--- src/rtl/rb_write_arbiter.sv ---
// Register-bank write-port arbiter: one-entry holding register per result source
// (AR, T), round-robin grant, registered RB write outputs and a saturating conflict counter.
module rb_write_arbiter #(
   parameter int unsigned DW            = 32,
   parameter int unsigned AW            = 4,
   parameter int unsigned CW            = 8,
   parameter int unsigned ZERO_SUPPRESS = 0
) (
   input  logic          clk,
   input  logic          reset,
   input  logic          ar_valid,
   output logic          ar_ready,
   input  logic [AW-1:0] ar_dest,
   input  logic [DW-1:0] ar_data,
   input  logic          t_valid,
   output logic          t_ready,
   input  logic [AW-1:0] t_dest,
   input  logic [DW-1:0] t_data,
   input  logic          stall,
   input  logic          cnt_clr,
   output logic          rb_we,
   output logic [AW-1:0] rb_waddr,
   output logic [DW-1:0] rb_wdata,
   output logic          rb_sel,
   output logic [CW-1:0] conflict_cnt
);

   typedef enum logic {
      SRC_AR = 1'b0,
      SRC_T  = 1'b1
   } src_e;

   src_e          last_grant;
   logic          ar_h_v;
   logic [AW-1:0] ar_h_dest;
   logic [DW-1:0] ar_h_data;
   logic          t_h_v;
   logic [AW-1:0] t_h_dest;
   logic [DW-1:0] t_h_data;

   logic          grant_ar;
   logic          grant_t;
   logic          grant_any;
   logic          ar_acc;
   logic          t_acc;
   logic          conflict;
   logic          suppress;
   logic [AW-1:0] g_dest;
   logic [DW-1:0] g_data;

   always_comb begin
      grant_ar  = ar_h_v & ~stall & (~t_h_v | (last_grant == SRC_T));
      grant_t   = t_h_v & ~stall & (~ar_h_v | (last_grant == SRC_AR));
      grant_any = grant_ar | grant_t;
      g_dest    = grant_t ? t_h_dest : ar_h_dest;
      g_data    = grant_t ? t_h_data : ar_h_data;
      // register 0 may be consumed without a write strobe
      suppress  = (ZERO_SUPPRESS != 0) && (g_dest == '0);
      ar_ready  = ~ar_h_v | grant_ar;
      t_ready   = ~t_h_v | grant_t;
      ar_acc    = ar_valid & ar_ready;
      t_acc     = t_valid & t_ready;
      conflict  = ar_h_v & t_h_v & ~stall;
   end

   always_ff @(posedge clk) begin
      if (reset) begin
         ar_h_v       <= 1'b0;
         t_h_v        <= 1'b0;
         last_grant   <= SRC_T;
         conflict_cnt <= '0;
         rb_we        <= 1'b0;
         rb_waddr     <= '0;
         rb_wdata     <= '0;
         rb_sel       <= 1'b0;
      end else begin
         // accept takes priority so a granted entry can be refilled on the same edge
         if (ar_acc) begin
            ar_h_v    <= 1'b1;
            ar_h_dest <= ar_dest;
            ar_h_data <= ar_data;
         end else if (grant_ar) begin
            ar_h_v <= 1'b0;
         end

         if (t_acc) begin
            t_h_v    <= 1'b1;
            t_h_dest <= t_dest;
            t_h_data <= t_data;
         end else if (grant_t) begin
            t_h_v <= 1'b0;
         end

         if (grant_any) begin
            rb_we      <= ~suppress;
            rb_waddr   <= g_dest;
            rb_wdata   <= g_data;
            rb_sel     <= grant_t;
            last_grant <= grant_t ? SRC_T : SRC_AR;
         end else begin
            rb_we <= 1'b0;
         end

         if (cnt_clr) begin
            conflict_cnt <= '0;
         end else if (conflict && (conflict_cnt != '1)) begin
            conflict_cnt <= conflict_cnt + 1'b1;
         end
      end
   end

endmodule

--- config.mk ---
export PLATFORM = sky130hd
export DESIGN_NAME = rb_write_arbiter
export DESIGN_NICKNAME = d
export VERILOG_FILES = /design/src/rtl/rb_write_arbiter.sv
export SDC_FILE = /design/constraint.sdc
export NUM_CORES = 1
export LEC_CHECK = 0
export CORE_UTILIZATION = 42
export CTS_CLUSTER_DIAMETER = 60
export DETAILED_ROUTE_END_ITERATION = 6
export GPL_TIMING_DRIVEN = 0
export PLACE_DENSITY = 0.85
export SETUP_SLACK_MARGIN = 0.02
export SYNTH_ARGS = -nofsm -noshare
export SYNTH_HDL_FRONTEND = slang
export SYNTH_SLANG_ARGS = --single-unit
--- constraint.sdc ---
create_clock -name clk -period 3.66 [get_ports clk]
set_clock_uncertainty 0.05 [all_clocks]
set_input_delay 0.366 -clock clk [delete_from_list [all_inputs] [get_ports clk]]
set_output_delay 0.366 -clock clk [all_outputs]
set_load 0.005 [all_outputs]
==> results.md <==
* # H-tree levels at 4
* Hold Path Cell Cnt at 2
* Most common cell after layout, fill and taps aside: clkdlybuf4s50_1
* WS Path Type: primary input to output port
* Total gr overflow at 0
* Max_slew headroom at 0.386
* HP Class: primary input to register
* Synth-to-layout area growth at 48.8%
* Initial core utilization at 0.434
* CTS tree: yes
* Number of hold buffers added after cts at 0
* # resized after CTS at 0
* First-pass DRT Iterations at 4
* Worst Path Required at roughly 3200 ps
* IO Port Bufs at 124
* Pre-CTS setup slack at about 830 ps
* Worst EP arrival at approximately 2000 ps
* Total GRT Usage at 0.181
* Max IR drop VDD at approximately 0.35 mV
* Outcome: finished, final reports clean
* Synth Register Bits at 121
* # DRC at 0
* Die span in x at about 100 µm
* Fmax at about 410 MHz
* Die Y-Extent at around 100 µm
* Skew-Pair Late Insertion Delay at roughly 500 ps
* Post-DP HPWL at about 6200 µm
* I/O pin cnt at about 130
* Final hold viol count at 0
* Warning count from the yosys run at 0
* Final Max Slew Viols at 0
* Setup Fix Bufs, Post-CTS at 0
* Clock sink total at 121
* Vias in the first global route at approximately 2800
* Setup crit end kind: output port
* R2r worst-path depth at 5
* Post-synthesis net count at 346
* Initial antenna violation count at 0
* Routability Congestion at between 0.7 and 0.8
* Nets at approximately 490
* Largest net degree at the start of global routing at 37
* Post-Route WL at around 9000 µm
* Leakage Power at 2.41 nW
* Worst slew pin tran at approximately 900 ps
* Cell area after synthesis at about 4300 µm²
* Vias at roughly 2800
* Critical Path Start Type: primary input
* Share of the clock period used by the worst path at 0.661
* Die ar. at 10600 µm²
* Clock root buffer master: clkbuf_8
* Ant diodes at 0
* Fillers at about 770
* Max Cap Viol at 0
* Most frequent cells in the layout: clkdlybuf4s50_1, edfxtp_1, dfxtp_1
* Register area share after synthesis at 0.738
* CTS buffer count at 17
* First-pass GRT wire length at 13800 µm
* Min Tclk post-route at ~2400 ps
* Antenna viol nets, final at 0
* Distinct cells, synth at 37
* RSZ-0062 raised after global routing: false
* Cell Pwr Density at around 550 nW/µm²
* Share of layout cells above drive strength 1 at 0.120
* Vias per cell at ~5
* Setup TNS at 0 ps
* Crit-path max FO at 10
* WL/cell at around 17 µm
* Clock slew at reported path FFs at roughly 60 ps
* Iter 0 DRT Violations at 69
* Post-Syn Instances at 267
* Cell Rows at 36
* CORE AREA at 9820 µm²
* Syn_area_per_cell at between 15 and 20 µm²
* Final WS setup at about 1200 ps
* Finish-stage setup viols at 0
* Final hold slack at 199 ps
* Clock buffer depth at 2
-- report_power, final --
part | switching [mW] | internal [mW] | total (mW)
logic | 0.100 | 0.160 | 0.261
registers | 0.0249 | 1.51 | 1.54
clock network | 0.597 | 1.11 | 1.71
total | 0.723 | 2.78 | 3.50
-- per-layer routing --
layer | up-vias | GRT usage | share of wire
li1 | 1329 | - | -
met1 | 1346 | 0.205 | 0.41
met2 | 114 | 0.318 | 0.53
met3 | 7 | 0.0569 | 0.062
met4 | 0 | 0.0703 | 0.0056
met5 | - | 0 | 0
-- worst paths after layout --
kind,from,endpoint,slack (ps)
setup / recovery,stall,t_ready,1240
hold / removal,reset,ar_h_v$_SDFFE_PP0P_,200
setup reg to reg,t_h_v$_SDFFE_PP0P_,t_h_data[18]$_DFFE_PP_,1490
hold reg to reg,rb_wdata[31]$_SDFFE_PP0P_,rb_wdata[31]$_SDFFE_PP0P_,410
-- stage by stage --
stage	cell area (µm²)	power, mW	utilization	std cells
global route	6340	3.62	0.645	558
finish	6340	3.50	0.645	558
CTS	6340	3.53	0.645	558
detailed placement	5720	1.83	0.583	526
global placement	5670	1.81	0.578	524
floorplan	4270	1.65	-	267
-- layout make-up --
| type | count | area, µm² | area share |
|---|---|---|---|
| Buffer | 14 | 78.8 | 0.0124 |
| Clock inverter | 14 | 196 | 0.0310 |
| Tap cell | 133 | 166 | 0.0263 |
| Multi-Input combinational cell | 130 | 1040 | 0.165 |
| Timing Repair Buffer | 126 | 1280 | 0.203 |
| Clock buffer | 18 | 418 | 0.0659 |
| Inverter | 2 | 7.51 | 0.00118 |
| Sequential cell | 121 | 3140 | 0.496 |
-- sequential cells by signal, indices dropped and copies added (netlist names) --
name          cells
last_grant        1
ar_h_data        32
rb_we             1
rb_waddr          4
rb_sel            1
ar_h_dest         4
ar_h_v            1
rb_wdata         32
t_h_v             1
conflict_cnt      8
t_h_data         32
t_h_dest          4
-- kinds of logic after synthesis --
group	synth area share
muxes	0.0869
adders and majority gates	0.00294
and+or+nand+nor	0.0532
AOI/OAI and AO/OA	0.0949
xor gates and xnor gates	0.00411
buffers and inverters	0.0203
DFF	0.738
-- cell usage after synthesis --
library cell,count,area share
edfxtp_1,72,0.51
dfxtp_1,49,0.23
mux2i_1,37,0.087
o2bb2ai_1,36,0.074
nor2_1,11,0.0097
buf_2,9,0.011
a21oi_1,7,0.0082
nand2_1,5,0.0044
nand3_1,4,0.0047
o21ai_0,3,0.0035
a211oi_1,2,0.0035
buf_4,2,0.0035
clkbuf_1,2,0.0018
inv_1,2,0.0018
nor3_1,2,0.0023
nor3b_1,2,0.0035
or3_1,2,0.0029
a211o_1,1,0.0021
a311oi_1,1,0.0021
a31oi_1,1,0.0015
and2_1,1,0.0015
and3b_1,1,0.0021
and3b_2,1,0.0023
and4_1,1,0.0021
buf_6,1,0.0026
ha_1,1,0.0029
nand3b_1,1,0.0018
nand3b_4,1,0.0047
nand4_1,1,0.0015
nor2_2,1,0.0015
nor2b_1,1,0.0015
nor4_1,1,0.0015
or2_2,1,0.0015
or2_4,1,0.0021
or2b_1,1,0.0018
xnor2_1,1,0.0021
xor2_1,1,0.0021
-- worst max-delay path: stages --
cell and delay, ps:
clkdlybuf4s50_1 520, nand3b_1 260, buf_4 230, nand2_1 110, clkdlybuf4s50_1 510
Note: power is estimated with default switching activity, not from simulation.
